==> src/rtl/flash_burst_reader_if.sv <==
// Wishbone read-master lines plus the valid/ready word stream of flash_burst_reader.
interface flash_burst_reader_if;
  logic [31:0] o_wb_adr;
  logic [3:0]  o_wb_sel;
  logic        o_wb_we;
  logic        o_wb_cyc;
  logic        o_wb_stb;
  logic [31:0] i_wb_rdt;
  logic        i_wb_ack;
  logic        i_wb_rty;
  logic [31:0] o_data;
  logic        o_valid;
  logic        i_ready;

  modport master (
    output o_wb_adr, o_wb_sel, o_wb_we, o_wb_cyc, o_wb_stb,
    input  i_wb_rdt, i_wb_ack, i_wb_rty,
    output o_data, o_valid,
    input  i_ready
  );

  modport slave (
    input  o_wb_adr, o_wb_sel, o_wb_we, o_wb_cyc, o_wb_stb,
    output i_wb_rdt, i_wb_ack, i_wb_rty,
    input  o_data, o_valid,
    output i_ready
  );
endinterface

==> src/rtl/flash_burst_reader.sv <==
// Turns one "read N words from A" command into single Wishbone reads, buffering
// the returned words in a first-word-fall-through FIFO with a running byte checksum.
module flash_burst_reader #(
  parameter int FIFO_DEPTH = 4,
  parameter int MAX_RTY    = 3,
  parameter int TIMEOUT    = 1024
) (
  input  logic                        clk,
  input  logic                        rst_n,
  input  logic                        i_start,
  input  logic [31:0]                 i_base_adr,
  input  logic [15:0]                 i_count,
  output logic                        o_busy,
  output logic                        o_done,
  output logic                        o_err,
  output logic [7:0]                  o_checksum,
  flash_burst_reader_if.master        bus
);
  localparam int AW = (FIFO_DEPTH > 1) ? $clog2(FIFO_DEPTH) : 1;
  localparam int RW = $clog2(MAX_RTY + 2);
  localparam int TW = $clog2(TIMEOUT + 1);

  typedef enum logic [1:0] {ST_IDLE, ST_CHECK, ST_BUS, ST_DONE} state_t;

  state_t          state_reg, state_next;
  logic [31:0]     adr_reg;
  logic [15:0]     remaining_reg;
  logic [RW-1:0]   rty_cnt_reg;
  logic [TW-1:0]   tmo_cnt_reg;
  logic            err_reg;
  logic [7:0]      checksum_reg;
  logic            wb_cyc_reg;
  logic [31:0]     wb_adr_reg;
  logic [3:0]      wb_sel_reg;

  logic [31:0]     fifo_mem [FIFO_DEPTH];
  logic [AW-1:0]   wr_ptr_reg, rd_ptr_reg;
  logic [AW:0]     fifo_cnt_reg;
  logic            fifo_full, fifo_valid, push, pop;

  logic            start_take, ack_take, rty_take, abort_take, tmo_inc;
  logic [7:0]      byte_lane [4];
  logic [7:0]      byte_sum;

  genvar gi;
  generate
    for (gi = 0; gi < 4; gi++) begin : g_lane
      assign byte_lane[gi] = bus.i_wb_rdt[8*gi +: 8];
    end
  endgenerate
  assign byte_sum = byte_lane[0] + byte_lane[1] + byte_lane[2] + byte_lane[3];

  assign fifo_full  = (fifo_cnt_reg == (AW+1)'(FIFO_DEPTH));
  assign fifo_valid = (fifo_cnt_reg != '0);
  // A request is only launched with a free slot, so an ack can always be pushed.
  assign push       = ack_take;
  assign pop        = fifo_valid && bus.i_ready;

  always_ff @(posedge clk or negedge rst_n) begin
    if (!rst_n) begin
      state_reg <= ST_IDLE;
    end else begin
      state_reg <= state_next;
    end
  end

  always_comb begin
    state_next = state_reg;
    start_take = 1'b0;
    ack_take   = 1'b0;
    rty_take   = 1'b0;
    abort_take = 1'b0;
    tmo_inc    = 1'b0;
    case (state_reg)
      ST_IDLE: begin
        if (i_start) begin
          start_take = 1'b1;
          state_next = ST_CHECK;
        end
      end
      ST_CHECK: begin
        if (remaining_reg == 16'd0) begin
          state_next = ST_DONE;
        end else if (!fifo_full) begin
          state_next = ST_BUS;
        end
      end
      ST_BUS: begin
        if (bus.i_wb_ack) begin
          ack_take   = 1'b1;
          state_next = ST_CHECK;
        end else if (bus.i_wb_rty) begin
          if (rty_cnt_reg < RW'(MAX_RTY)) begin
            rty_take   = 1'b1;
            state_next = ST_CHECK;
          end else begin
            abort_take = 1'b1;
            state_next = ST_DONE;
          end
        end else if (tmo_cnt_reg == TW'(TIMEOUT - 1)) begin
          abort_take = 1'b1;
          state_next = ST_DONE;
        end else begin
          tmo_inc = 1'b1;
        end
      end
      ST_DONE: state_next = ST_IDLE;
      default: state_next = ST_IDLE;
    endcase
  end

  always_ff @(posedge clk or negedge rst_n) begin
    if (!rst_n) begin
      adr_reg       <= '0;
      remaining_reg <= '0;
      rty_cnt_reg   <= '0;
      tmo_cnt_reg   <= '0;
      err_reg       <= 1'b0;
      checksum_reg  <= '0;
    end else if (start_take) begin
      adr_reg       <= i_base_adr;
      remaining_reg <= i_count;
      rty_cnt_reg   <= '0;
      tmo_cnt_reg   <= '0;
      err_reg       <= 1'b0;
      checksum_reg  <= '0;
    end else if (ack_take) begin
      adr_reg      <= adr_reg + 32'd4;
      if (remaining_reg != 16'd0) begin
        remaining_reg <= remaining_reg - 16'd1;
      end
      rty_cnt_reg  <= '0;
      tmo_cnt_reg  <= '0;
      checksum_reg <= checksum_reg + byte_sum;
    end else if (rty_take) begin
      rty_cnt_reg <= rty_cnt_reg + RW'(1);
      tmo_cnt_reg <= '0;
    end else if (abort_take) begin
      err_reg     <= 1'b1;
      tmo_cnt_reg <= '0;
    end else if (tmo_inc) begin
      tmo_cnt_reg <= tmo_cnt_reg + TW'(1);
    end
  end

  // Bus lines are registered from the next state so cyc/stb track BUS exactly.
  always_ff @(posedge clk or negedge rst_n) begin
    if (!rst_n) begin
      wb_cyc_reg <= 1'b0;
      wb_adr_reg <= '0;
      wb_sel_reg <= '0;
    end else begin
      wb_cyc_reg <= (state_next == ST_BUS);
      wb_sel_reg <= (state_next == ST_BUS) ? 4'hF : 4'h0;
      if (state_next == ST_BUS) begin
        wb_adr_reg <= adr_reg;
      end
    end
  end

  always_ff @(posedge clk) begin
    if (push) begin
      fifo_mem[wr_ptr_reg] <= bus.i_wb_rdt;
    end
  end

  always_ff @(posedge clk or negedge rst_n) begin
    if (!rst_n) begin
      wr_ptr_reg   <= '0;
      rd_ptr_reg   <= '0;
      fifo_cnt_reg <= '0;
    end else begin
      if (push) begin
        wr_ptr_reg <= wr_ptr_reg + AW'(1);
      end
      if (pop) begin
        rd_ptr_reg <= rd_ptr_reg + AW'(1);
      end
      case ({push, pop})
        2'b10:   fifo_cnt_reg <= fifo_cnt_reg + (AW+1)'(1);
        2'b01:   fifo_cnt_reg <= fifo_cnt_reg - (AW+1)'(1);
        default: fifo_cnt_reg <= fifo_cnt_reg;
      endcase
    end
  end

  assign bus.o_wb_adr = wb_adr_reg;
  assign bus.o_wb_sel = wb_sel_reg;
  assign bus.o_wb_we  = 1'b0;
  assign bus.o_wb_cyc = wb_cyc_reg;
  assign bus.o_wb_stb = wb_cyc_reg;
  assign bus.o_data   = fifo_valid ? fifo_mem[rd_ptr_reg] : 32'd0;
  assign bus.o_valid  = fifo_valid;

  assign o_busy     = (state_reg != ST_IDLE);
  assign o_done     = (state_reg == ST_DONE);
  assign o_err      = err_reg;
  assign o_checksum = checksum_reg;
endmodule

==> src/flat_wrapper.sv <==
// flat-port wrapper written by rule: the top's interface ports become plain ports
module flash_burst_reader_flat 
#(
  parameter int FIFO_DEPTH = 4,
  parameter int MAX_RTY    = 3,
  parameter int TIMEOUT    = 1024
)
  (clk, rst_n, i_start, i_base_adr, i_count, o_busy, o_done, o_err, o_checksum, bus_o_wb_adr, bus_o_wb_sel, bus_o_wb_we, bus_o_wb_cyc, bus_o_wb_stb, bus_i_wb_rdt, bus_i_wb_ack, bus_i_wb_rty, bus_o_data, bus_o_valid, bus_i_ready);
  flash_burst_reader_if bus_i ();
  input  logic clk;
  input  logic rst_n;
  input  logic i_start;
  input  logic [31:0] i_base_adr;
  input  logic [15:0] i_count;
  output logic o_busy;
  output logic o_done;
  output logic o_err;
  output logic [7:0] o_checksum;
  output wire logic [$bits(bus_i.o_wb_adr)-1:0] bus_o_wb_adr;
  output wire logic [$bits(bus_i.o_wb_sel)-1:0] bus_o_wb_sel;
  output wire logic [$bits(bus_i.o_wb_we)-1:0] bus_o_wb_we;
  output wire logic [$bits(bus_i.o_wb_cyc)-1:0] bus_o_wb_cyc;
  output wire logic [$bits(bus_i.o_wb_stb)-1:0] bus_o_wb_stb;
  input wire logic [$bits(bus_i.i_wb_rdt)-1:0] bus_i_wb_rdt;
  input wire logic [$bits(bus_i.i_wb_ack)-1:0] bus_i_wb_ack;
  input wire logic [$bits(bus_i.i_wb_rty)-1:0] bus_i_wb_rty;
  output wire logic [$bits(bus_i.o_data)-1:0] bus_o_data;
  output wire logic [$bits(bus_i.o_valid)-1:0] bus_o_valid;
  input wire logic [$bits(bus_i.i_ready)-1:0] bus_i_ready;
  assign bus_o_wb_adr = bus_i.o_wb_adr;
  assign bus_o_wb_sel = bus_i.o_wb_sel;
  assign bus_o_wb_we = bus_i.o_wb_we;
  assign bus_o_wb_cyc = bus_i.o_wb_cyc;
  assign bus_o_wb_stb = bus_i.o_wb_stb;
  assign bus_i.i_wb_rdt = bus_i_wb_rdt;
  assign bus_i.i_wb_ack = bus_i_wb_ack;
  assign bus_i.i_wb_rty = bus_i_wb_rty;
  assign bus_o_data = bus_i.o_data;
  assign bus_o_valid = bus_i.o_valid;
  assign bus_i.i_ready = bus_i_ready;
  flash_burst_reader #(.FIFO_DEPTH(FIFO_DEPTH), .MAX_RTY(MAX_RTY), .TIMEOUT(TIMEOUT)) u_core (.clk(clk), .rst_n(rst_n), .i_start(i_start), .i_base_adr(i_base_adr), .i_count(i_count), .o_busy(o_busy), .o_done(o_done), .o_err(o_err), .o_checksum(o_checksum), .bus(bus_i));
endmodule
==> config.mk <==
export PLATFORM = sky130hd
export DESIGN_NAME = flash_burst_reader_flat
export DESIGN_NICKNAME = d
export VERILOG_FILES = /design/src/rtl/flash_burst_reader_if.sv /design/src/rtl/flash_burst_reader.sv /design/src/flat_wrapper.sv
export SDC_FILE = /design/constraint.sdc
export NUM_CORES = 1
export LEC_CHECK = 0
export ABC_AREA = 1
export CORE_ASPECT_RATIO = 0.5
export CORE_UTILIZATION = 25
export DETAILED_ROUTE_END_ITERATION = 8
export GPL_TIMING_DRIVEN = 0
export REMOVE_ABC_BUFFERS = 1
export SLEW_MARGIN = 10
export SYNTH_ARGS = -nofsm -noshare
export SYNTH_HDL_FRONTEND = slang
export SYNTH_SLANG_ARGS = --single-unit
==> constraint.sdc <==
create_clock -name clk -period 4.6 [get_ports clk]
set_clock_uncertainty 0.1 [all_clocks]
set_input_delay 1.15 -clock clk [delete_from_list [all_inputs] [get_ports clk]]
set_output_delay 1.15 -clock clk [all_outputs]
set_load 0.01 [all_outputs]
### After elaboration in Yosys (flattened, before gate mapping)

Memories as Yosys holds them, arrays and structs flattened.
Index checks and enable logic that the tools add are counted.

| storage, ports and cells | value |
|---|---|
| register bits after elaboration | 117 |
| memory bits (writable) | 128 |
| bits of input ports | 86 |
| output and inout bits | 83 |
| word-level logic and storage cells | 100 |
| memories kept | 1 |

Memory list:

| memory | depth | bits a word | rd ports | clocked after memory_dff | wr ports | RTL line | text |
|---|---|---|---|---|---|---|---|
| u_core.fifo_mem | 4 | 32 | 1 | 0 | 1 | flash_burst_reader.sv:36 | `logic [31:0] fifo_mem [FIFO_DEPTH];` |

| cells by class | value |
|---|---|
| add/subtract/negate cells | 12 |
| order comparisons | 1 |
| equal/unequal tests | 10 |
| muxes and demuxes | 49 |
| reductions and logical operators | 14 |

Operators with widths:

| cell | number |
|---|---|
| two-way mux 32 bit | 3 |
| two-way mux 11 bit | 5 |
| two-way mux 16 bit | 3 |
| adder 32 x 3 -> 32 bit, second input constant | 1 |
| adder 8 bit | 4 |
| two-way mux 1 bit | 23 |
| zero test 16 bit | 1 |
| two-way mux 8 bit | 2 |
| nonzero test 16 bit | 1 |
| subtractor 16 x 1 -> 16 bit, second input constant | 1 |
| two-way mux 2 bit | 7 |
| adder 11 x 1 -> 11 bit, second input constant | 1 |
| == test 11 x 10 -> 1 bit, second input constant | 1 |
| nonzero test 2 bit | 5 |
| two-way mux 3 bit | 3 |
| == test 2 bit, second input constant | 4 |
| case mux 2 bit (4 select lines) | 1 |
| adder 3 x 1 -> 3 bit, second input constant | 2 |
| case mux 3 bit (2 select lines) | 1 |
| nonzero test 3 bit | 2 |
| nonzero test 5 bit | 1 |
| adder 2 x 1 -> 2 bit, second input constant | 2 |
| == test 2 x 1 -> 1 bit, second input constant | 2 |
| two-way mux 4 bit | 1 |
| 9 further kinds | 9 |

### Depth between registers and ports, before layout

Gate-level depths: netlist (run 1).

| depth | value |
|---|---|
| word-level depth | 10 |
| mapped depth | 16 |
| gate-level depth less buffers | 16 |

### Worst setup path before layout (run 1)

No wires, ideal clock.

| path | value |
|---|---|
| kind | input to register |
| start point | input bus_i_wb_rdt[1] |
| end point | register u_core.checksum_reg[7], in the netlist u_core.o_checksum[7] |
| setup time | 117 ps |
| data arrival time | 3826 ps |
| required time | 4383 ps |
| slack | 557 ps |
| stages | 13 |
| path buffers | 0 |
| cells stage by stage | inv_1 -> fa_1 -> fa_1 -> fa_1 -> inv_1 -> ha_1 -> inv_1 -> fa_1 -> nor3_1 -> nand3b_1 -> nand3_1 -> nand3_1 -> nand2_1 |

| between the ends | value |
|---|---|
| longest elaborated chain between the ends | 6 |

Ends and longest elaborated chain:

| what | RTL line | text |
|---|---|---|
| from (decl) | flat_wrapper.sv:24 | `input wire logic [$bits(bus_i.i_wb_rdt)-1:0] bus_i_wb_rdt;` |
| adder 8 bit (3 in series) | flash_burst_reader.sv:51 | `assign byte_sum = byte_lane[0] + byte_lane[1] + byte_lane[2] + byte_lane[3];` |
| adder 8 bit | flash_burst_reader.sv:134 | `checksum_reg <= checksum_reg + byte_sum;` |
| two-way mux 8 bit | flash_burst_reader.sv:127 | `end else if (ack_take) begin` |
| two-way mux 8 bit | flash_burst_reader.sv:120 | `end else if (start_take) begin` |
| to (signal assigned) | flash_burst_reader.sv:134 |  |
| to (decl) | flash_burst_reader.sv:31 | `logic [7:0] checksum_reg;` |

Every way passes these cells. The select of a mux whose other input is x is not followed.
A chain may end at the register's enable or synchronous reset.

### Worst setup path after layout (run 1)

| path | value |
|---|---|
| start point | register u_core.rd_ptr_reg[1] |
| end point | output bus_o_data[16] |

| between the ends | value |
|---|---|
| longest elaborated chain between the ends | 2 |

Ends and longest elaborated chain:

| what | RTL line | text |
|---|---|---|
| from (decl) | flash_burst_reader.sv:37 | `logic [AW-1:0] wr_ptr_reg, rd_ptr_reg;` |
| from (signal assigned) | flash_burst_reader.sv:177 | `rd_ptr_reg <= rd_ptr_reg + AW'(1);` |
| memory (4 x 32 bit) | - |  |
| two-way mux 32 bit | flash_burst_reader.sv:192 | `assign bus.o_data = fifo_valid ? fifo_mem[rd_ptr_reg] : 32'd0;` |
| to (decl) | flat_wrapper.sv:27 | `output wire logic [$bits(bus_i.o_data)-1:0] bus_o_data;` |

Every way passes these cells.

==> results of run 1 <==
power groups by stage:
stage / registers (mW) / logic [mW] / clock network, mW
CTS: 3.29 / 4.21 / 2.17
global placement: 3.37 / 3.98 / 0
global route: 3.35 / 4.65 / 2.25
floorplan: 3.25 / 2.32 / 0
finish: 3.28 / 4.14 / 2.12
detailed placement: 3.33 / 4.19 / 0
synthesized netlist by cell type, types with 8 or more instances:
| cell | count |
|---|---|
| sky130_fd_sc_hd__nor2_1 | 225 |
| sky130_fd_sc_hd__a21oi_1 | 41 |
| sky130_fd_sc_hd__dfrtp_1 | 113 |
| sky130_fd_sc_hd__o211ai_1 | 8 |
| sky130_fd_sc_hd__inv_1 | 147 |
| sky130_fd_sc_hd__edfxtp_1 | 128 |
| sky130_fd_sc_hd__ha_1 | 17 |
| sky130_fd_sc_hd__nand3_1 | 90 |
| sky130_fd_sc_hd__buf_2 | 15 |
| sky130_fd_sc_hd__buf_4 | 9 |
| sky130_fd_sc_hd__xor2_1 | 16 |
| sky130_fd_sc_hd__fa_1 | 21 |
| sky130_fd_sc_hd__clkbuf_1 | 25 |
| sky130_fd_sc_hd__nand4_1 | 8 |
| sky130_fd_sc_hd__nand2_1 | 354 |
| sky130_fd_sc_hd__o21ai_0 | 113 |
cells by family after synthesis:
| kind of cell | share of synthesized area [%] |
|---|---|
| adder cells (fa/ha/maj) | 5.13 |
| AND/OR/NAND/NOR | 23.7 |
| other | 0.0304 |
| XOR/XNOR | 1.63 |
| flip-flops | 54.1 |
| AO/OA/AOI/OAI | 8.23 |
| buffers and inverters | 7.23 |
cell type report:
class	instances	area (um^2)	share of cell area (%)
Timing Repair Buffer	178	1860	11.9
Inverter	153	577	3.70
Sequential cell	241	6670	42.8
Antenna cell	5	12.5	0.0802
Clock inverter	17	171	1.10
Multi-Input combinational cell	960	4810	30.8
Tap cell	649	812	5.20
Clock buffer	31	689	4.42
stage by stage:
stage | utilization, % | setup TNS [ns] | total power [mW] | cells
after floorplan | - | 0 | 5.57 | 1354
after global placement | 29.8 | -405.69 | 7.35 | 2170
after detailed placement | 30.3 | -0.611 | 7.51 | 2181
after CTS | 32.1 | 0 | 9.66 | 2229
after global routing | 32.1 | 0 | 10.3 | 2234
final | 32.1 | 0 | 9.54 | 2234
path summary, 6_finish.rpt:
| check | end | cells after the start |
|---|---|---|
| worst max-delay path | bus_o_data[16] | 5 |
| min in group asynchronous | u_core.bus.o_wb_adr[27] | 1 |
| worst min register to register | u_core.bus.o_wb_adr[9] | 2 |
| max in group asynchronous | u_core.bus.o_wb_sel[2] | 2 |
| worst max register to register | u_core.bus.o_wb_adr[26] | 8 |
| worst min-delay path | u_core.bus.o_wb_adr[9] | 2 |
worst reg2reg max path, delay by kind of cell (launching register included):
kind             cells  cell delay (ns)
and+or+nand+nor      8             2.54
DFF                  1             0.44
per-layer routing:
metal  global-route usage (%)  share of wire [%]
met4                     5.42                3.5
met5                        0                  0
met2                     24.2                 53
met3                     1.54                2.9
met1                     14.9                 41
==> results.toml, run 1 <==
[outcome]
status = "finished, final reports clean"

[placed_design]
dp_slack_ns = -0.266
finalWeightedCongestion = 0.877
postPlaceCellArea_um2 = 14700
detailed_place_hpwl_mm = 22.8
placement.io_buffers = 167

[clocking]
tritoncts = "yes"
clock_sink_count = 241
cts-root-buf = "sky130_fd_sc_hd__clkbuf_16"
clk-insertion-delay-late_ns = 0.54
cts_htree_levels = 1
cts_buffers = 26
clock_tree.buffer_depth = 3
clkSlewWorstSetupHoldPaths_ns = 0.06
cts-hold-fix-buffers = 0
post_cts.resized_instances = 0
postCtsSetupRepairBufs = 0

[floorplan]
die_width_um = 316
boundaryPins = 169
die_area_um2 = 50300
initial_core_util_pct = 25.4
std_cell_rows = 57
die_y_um = 159
core-area_um2 = 48600

[setup_path]
crit_required_ns = 3.35
crit_type = "reg -> out"
slowest_delay_ns = 0.92
critPathLaunch = "u_core.rd_ptr_reg[1]"
worstPathCellList = "inv_2, nor2_1, o21ai_0, a21oi_1, clkdlybuf4s50_1"
critical_path.startpoint_type = "flop"
cp_top_family = "buffers and inverters"
cpMaxStageDelayCell = "sky130_fd_sc_hd__dfrtp_2"
crit_buf_inv = 2
critical_path_arrival_ns = 3.17
worst_path_fanout_max = 34
setup.reg_to_reg.worst_slack_ns = 1.45
endpoint_kind = "output port"
rr_startpoint = "u_core.state_reg[0]"

[synthesis]
synth.top_cells.by_area = "sky130_fd_sc_hd__edfxtp_1 (31%), sky130_fd_sc_hd__dfrtp_1 (23%), sky130_fd_sc_hd__nand2_1 (11%)"
ys_seq_area_share_pct = 54.1
synth.ff_latch_count = 241
post_synth.cell_area_avg_um2 = 8.74
synth.lib_cells_used.distinct = 45
synth_top_flop_cell = "sky130_fd_sc_hd__edfxtp_1"
area_share_of_the_leading_cell_type_in_the_synthesized_netlist_pct = 31.1
synth_top_cell_by_area = "sky130_fd_sc_hd__edfxtp_1"
synth_enable_flop_cells = 128
synth-async-reset-ratio_pct = 46.9
postSynthCellCount = 1412
yosysWarnings = 0
post_synth_instance_area_um2 = 12300

[timing]
hold_viol = 0
rsz_0062_raised_after_global_routing = "no"
final.period_utilization_pct = 96.2
timing.fmax_mhz = 226
setup_viol = 0
timing.slew.headroom_pct = 43.3
fin_worst_hold_slack_ns = 0.369
period_needed_ns = 4.42
post-route-worst-setup-slack_ns = 0.177
finalMaxSlewViolations = 0
timing_worst_slew_pin_value_ns = 0.851

[pwr]
power_frac_comb_pct = 43.4
power.sequential.fraction_pct = 34.4
leak_nw = 6.50
p_int_mw = 5.74
netSwitchingFraction_pct = 39.8
power_per_unit_of_standard_cell_area_nw_per_um2 = 611
proportion_of_power_drawn_by_the_clock_network_pct = 22.2
max-vdd-ir-drop_mv = 0.256
p_sw_mw = 3.79

[global_route]
overflow = 0
grt_pass1_wl_mm = 52.2
antenna_found_initial = 5
vias_in_the_first_global_route = 9701
grt_start_max_net_pins = 80
grt_use_total_pct = 13.0

[route]
drt-initial-drc-count = 684
routedWlPerCell_um = 14.7
detail_route.drc_violations = 0
via_count = 9794
firstDrtPassIters = 6
postRouteWirelength_mm = 32.8
ant_nets = 0
routed_via_density = 4.38

[final_layout]
layout-drive-gt1-share_pct = 5.38
fillCellCount = 5005
largest_register_ff_count = 128
final_cell_area_um2 = 15600
mostFrequentLayoutCell = "sky130_fd_sc_hd__nand2_1"
syn2layout_area_growth_pct = 26.5
final_cell_mix = "sky130_fd_sc_hd__nand2_1 (354), sky130_fd_sc_hd__nor2_1 (221), sky130_fd_sc_hd__clkdlybuf4s50_1 (166)"
nNetsFinal = 1684

[worst_hold_path]
hold_path_class = "reg -> reg"
worstHoldStart = "u_core.bus.o_wb_adr[9]"

[job]
max_cap_violation_count = 0
Note: power is estimated with default switching activity, not from simulation.
==> run 2: changes to the inputs <==
==> constraint.sdc (replaced) <==
create_clock -name clk -period 4.6 [get_ports clk]
set_clock_uncertainty 0.1 [all_clocks]
set_input_delay 1.15 -clock clk [delete_from_list [all_inputs] [get_ports clk]]
set_output_delay 1.15 -clock clk [all_outputs]
set_load 0.1 [all_outputs]
==> results.toml, run 2 (synthesized netlist as in run 1, its figures left out) <==
[final_layout]
layout-drive-gt1-share_pct = 7.41
finalNonFillerCells = 2234
syn2layout_area_growth_pct = 26.8
largest_register_ff_count = 128
fillCellCount = 4996
mostFrequentLayoutCell = "sky130_fd_sc_hd__nand2_1"
final_cell_mix = "sky130_fd_sc_hd__nand2_1 (354), sky130_fd_sc_hd__nor2_1 (221), sky130_fd_sc_hd__inv_1 (145)"
nNetsFinal = 1684

[route]
drt-initial-drc-count = 710
m1WireLength_mm = 13.2
met3WireLength_mm = 1.03
detailroute.wirelength.met2_mm = 17.3
routedWlPerCell_um = 14.7
firstDrtPassIters = 5
via_count = 9813
postRouteWirelength_mm = 32.8
detail_route.drc_violations = 0
ant_nets = 0
routed_via_density = 4.39
highest-signal-layer = "met4"

[floorplan]
std_cell_rows = 57
core-area_um2 = 48600
die_y_um = 159
boundaryPins = 169
die_width_um = 316
die_area_um2 = 50300
initial_core_util_pct = 25.4

[global_route]
grt_start_max_net_pins = 80
grt_use_total_pct = 13.0
vias_in_the_first_global_route = 9721
antenna_found_initial = 5
grt_pass1_wl_mm = 52.3
overflow = 0

[timing]
period_needed_ns = 4.33
rsz_0062_raised_after_global_routing = "no"
hold_viol = 0
setup_total_negative_slack_ns = 0
timing.fmax_mhz = 231
final.period_utilization_pct = 94.0
setup_viol = 0
finalMaxSlewViolations = 0
timing_worst_slew_pin_value_ns = 1.07
timing.slew.headroom_pct = 28.6

[clocking]
cts-hold-fix-buffers = 0
cts-root-buf = "sky130_fd_sc_hd__clkbuf_16"
clk-insertion-delay-late_ns = 0.54
postCtsSetupRepairBufs = 0
clkSlewWorstSetupHoldPaths_ns = 0.06
cts_buffers = 26
tritoncts = "yes"
clock_sink_count = 241
cts_htree_levels = 1
clock_tree.buffer_depth = 3

[setup_path]
crit_required_ns = 4.92
crit_type = "in -> reg"
critical_path_arrival_ns = 4.64
worst_path_fanout_max = 5
endpoint_kind = "flop"
critical_path.startpoint_type = "primary input"

[placed_design]
finalWeightedCongestion = 0.877
detailed_place_hpwl_mm = 22.8
placed_cells = 2181
placement.io_buffers = 167

[job]
max_cap_violation_count = 0

[outcome]
status = "finished, final reports clean"

[worst_hold_path]
hold_path_class = "reg -> reg"
-- run 2: changes by cell type in the layout (fill, tap and decap cells not counted), sizes merged --
cell and change:
clkdlybuf4s50 -32, clkdlybuf4s15 +32
-- run 2: timing repair --
| item | CTS | global route |
|---|---|---|
| cloned | 0 | 0 |
| setup endpoints to repair | 32 | 2 |
| gates resized for setup | 96 | 1 |
-- run 2: final cells by class --
class | count | area, um^2 | share of cell area [%]
Sequential cell | 241 | 6680 | 42.7
Antenna cell | 5 | 12.5 | 0.0800
Clock buffer | 31 | 689 | 4.41
Multi-Input combinational cell | 960 | 4810 | 30.8
Tap cell | 649 | 812 | 5.19
Timing Repair Buffer | 178 | 1900 | 12.1
Clock inverter | 17 | 171 | 1.10
Inverter | 153 | 577 | 3.69
-- run 2: worst max-delay path: stages --
cell	delay, ns
sky130_fd_sc_hd__clkdlybuf4s50_1	0.57
sky130_fd_sc_hd__inv_1	0.09
sky130_fd_sc_hd__fa_1	0.48
sky130_fd_sc_hd__fa_1	0.57
sky130_fd_sc_hd__fa_1	0.43
sky130_fd_sc_hd__inv_1	0.07
sky130_fd_sc_hd__ha_1	0.18
sky130_fd_sc_hd__inv_1	0.06
sky130_fd_sc_hd__fa_1	0.43
sky130_fd_sc_hd__nor3_1	0.25
sky130_fd_sc_hd__nand3b_1	0.14
sky130_fd_sc_hd__nand3_1	0.07
sky130_fd_sc_hd__nand3_1	0.08
sky130_fd_sc_hd__nand2_1	0.06
-- run 2: final timing paths --
path | slack (ns) | to | cells past startpoint | start
setup / recovery | 0.27 | u_core.o_checksum[7] | 14 | bus_i_wb_rdt[9]
hold / removal | 0.37 | u_core.bus.o_wb_adr[9] | 2 | u_core.bus.o_wb_adr[9]
setup reg to reg | 1.46 | u_core.bus.o_wb_adr[26] | 8 | u_core.state_reg[0]
hold reg to reg | 0.37 | u_core.bus.o_wb_adr[9] | 2 | u_core.bus.o_wb_adr[9]
max in group asynchronous | 3.28 | u_core.bus.o_wb_sel[2] | 2 | rst_n
min in group asynchronous | 0.41 | u_core.bus.o_wb_adr[27] | 1 | rst_n
-- run 2: through the flow --
step / hold WS (ns) / utilization [%] / instance area (um^2) / worst slack, ns
floorplan: 0.350 / - / 12000 / -0.511
global placement: 0.355 / 29.8 / 14500 / -2.54
detailed placement: 0.357 / 30.3 / 14700 / -0.266
CTS: 0.373 / 32.1 / 15600 / 0.0703
global route: 0.388 / 32.2 / 15600 / 0.112
finish: 0.369 / 32.2 / 15600 / 0.275
-- run 2: per-layer routing --
metal / vias to the layer above / GRT usage (%)
li1: 4863 / -
met1: 4717 / 14.9
met2: 172 / 24.3
met3: 61 / 1.54
met4: 0 / 5.42
met5: - / 0
Power of run 2 is not shown: default switching activity piles up to over one toggle a cycle in this logic, so the estimate is an artifact.
==> run 3: changes to the inputs <==
- CORE_ASPECT_RATIO: 0.5 -> not set
- GPL_TIMING_DRIVEN: 0 -> 1
- PLACE_DENSITY: not set -> 0.5
==> results.toml, run 3 (synthesized netlist as in run 1, its figures left out) <==
[outcome]
status = "finished, final reports clean"

[final_layout]
mostFrequentLayoutCell = "sky130_fd_sc_hd__nand2_1"
largest_register_ff_count = 128
layout-drive-gt1-share_pct = 9.52
layout_utilization_pct = 33.2
final_cell_area_um2 = 16200
finalNonFillerCells = 2282
syn2layout_area_growth_pct = 31.4
nNetsFinal = 1719
final_cell_mix = "sky130_fd_sc_hd__nand2_1 (354), sky130_fd_sc_hd__nor2_1 (221), sky130_fd_sc_hd__inv_1 (147)"
fillCellCount = 5096

[setup_path]
cell_repeated_most_along_the_worst_path = "sky130_fd_sc_hd__fa_1"
critical_path.startpoint_type = "primary input"
endpoint_kind = "flop"
crit_buf_inv = 4
worstPathCellList = "clkdlybuf4s50_1, inv_1, fa_1, fa_1, fa_1, inv_1, ha_1, inv_1, fa_1, nor3_1, nand3b_1, nand3_1, nand3_1, nand2_1"
slowest_delay_ns = 0.56
cpMaxStageDelayCell = "sky130_fd_sc_hd__fa_1"
setup.reg_to_reg.worst_slack_ns = 1.85
cp_top_family = "adder cells"
critical_path_arrival_ns = 4.54
crit_type = "in -> reg"
worst_path_fanout_max = 3
crit_required_ns = 4.95

[floorplan]
boundaryPins = 169
die_area_um2 = 50300
die_y_um = 224
core-area_um2 = 48800
std_cell_rows = 81
initial_core_util_pct = 25.3
die_width_um = 224

[route]
routedWlPerCell_um = 15.5
firstDrtPassIters = 5
ant_nets = 0
detail_route.drc_violations = 0
routed_via_density = 4.32
postRouteWirelength_mm = 35.4
drt-initial-drc-count = 670
via_count = 9868

[clocking]
cts_buffers = 29
tritoncts = "yes"
cts_htree_levels = 1
clk-insertion-delay-late_ns = 0.56
clock_tree.buffer_depth = 3
clkSlewWorstSetupHoldPaths_ns = 0.06
cts-hold-fix-buffers = 0
clock_sink_count = 241
postCtsSetupRepairBufs = 0
cts-root-buf = "sky130_fd_sc_hd__clkbuf_16"
post_cts.resized_instances = 0

[timing]
setup_viol = 0
hold_viol = 0
timing.slew.headroom_pct = 22.8
timing.fmax_mhz = 238
timing_worst_slew_pin_value_ns = 1.15
fin_worst_hold_slack_ns = 0.369
period_needed_ns = 4.19
final.period_utilization_pct = 91.2
finalMaxSlewViolations = 0
rsz_0062_raised_after_global_routing = "no"

[job]
max_cap_violation_count = 0

[placed_design]
finalWeightedCongestion = 0.881
detailed_place_hpwl_mm = 24.0
postPlaceCellArea_um2 = 15200
placed_cells = 2228
placement.io_buffers = 167

[global_route]
grt_start_max_net_pins = 66
overflow = 0
grt_use_total_pct = 14.3
vias_in_the_first_global_route = 9905
grt_pass1_wl_mm = 56.0
antenna_found_initial = 2

[worst_hold_path]
hold_path_class = "reg -> reg"
[run 3: cell types whose count changed in the layout (fill, tap and decap cells not counted), sizes merged, moves of 4 or more]
cell,before,now
diode,5,1
clkinv,12,7
buf,12,76
clkdlybuf4s15,32,0
clkbuf,31,36
[run 3: through the flow]
step | setup TNS (ns) | setup WS, ns
6_report | 0 | 0.406
5_1_grt | 0 | 0.232
4_1_cts | 0 | 0.375
3_5_place_dp | -0.329 | -0.193
3_3_place_gp | -0.243 | -0.177
2_1_floorplan | -10.82 | -0.511
[run 3: routing by layer]
layer	GRT usage, %	vias up	share of wire, %
met5	0	-	0
met4	4.15	0	2.6
met3	2.66	53	4.9
met2	24.3	234	48
met1	18.3	4640	45
li1	-	4941	-
[run 3: worst paths after layout]
| check | from | end | depth (start not counted) |
|---|---|---|---|
| worst max register to register | u_core.remaining_reg[0] | u_core.bus.o_wb_adr[13] | 11 |
| max in group asynchronous | rst_n | u_core.rty_cnt_reg[2] | 2 |
| worst min register to register | u_core.bus.o_wb_adr[13] | u_core.bus.o_wb_adr[13] | 2 |
| min in group asynchronous | rst_n | u_core.bus.o_wb_adr[30] | 1 |
| worst min-delay path | u_core.bus.o_wb_adr[13] | u_core.bus.o_wb_adr[13] | 2 |
| worst max-delay path | bus_i_wb_rdt[9] | u_core.o_checksum[7] | 14 |
[run 3: cell type report]
type,count,area (um^2),area share [%]
antenna,1,2.50,0.0154
multi-input combinational,960,4810,29.7
timing repair buffer,210,2320,14.3
tap,664,831,5.12
inverter,153,577,3.56
clock buffer,36,772,4.76
clock inverter,17,225,1.39
sequential,241,6670,41.1
[run 3: worst min-delay path: stages (launching register included)]
cell                      delay [ns]
sky130_fd_sc_hd__dfrtp_1        0.34
sky130_fd_sc_hd__nand2_1        0.06
sky130_fd_sc_hd__nand2_1        0.05
Power of run 3 is left out for the same reason.
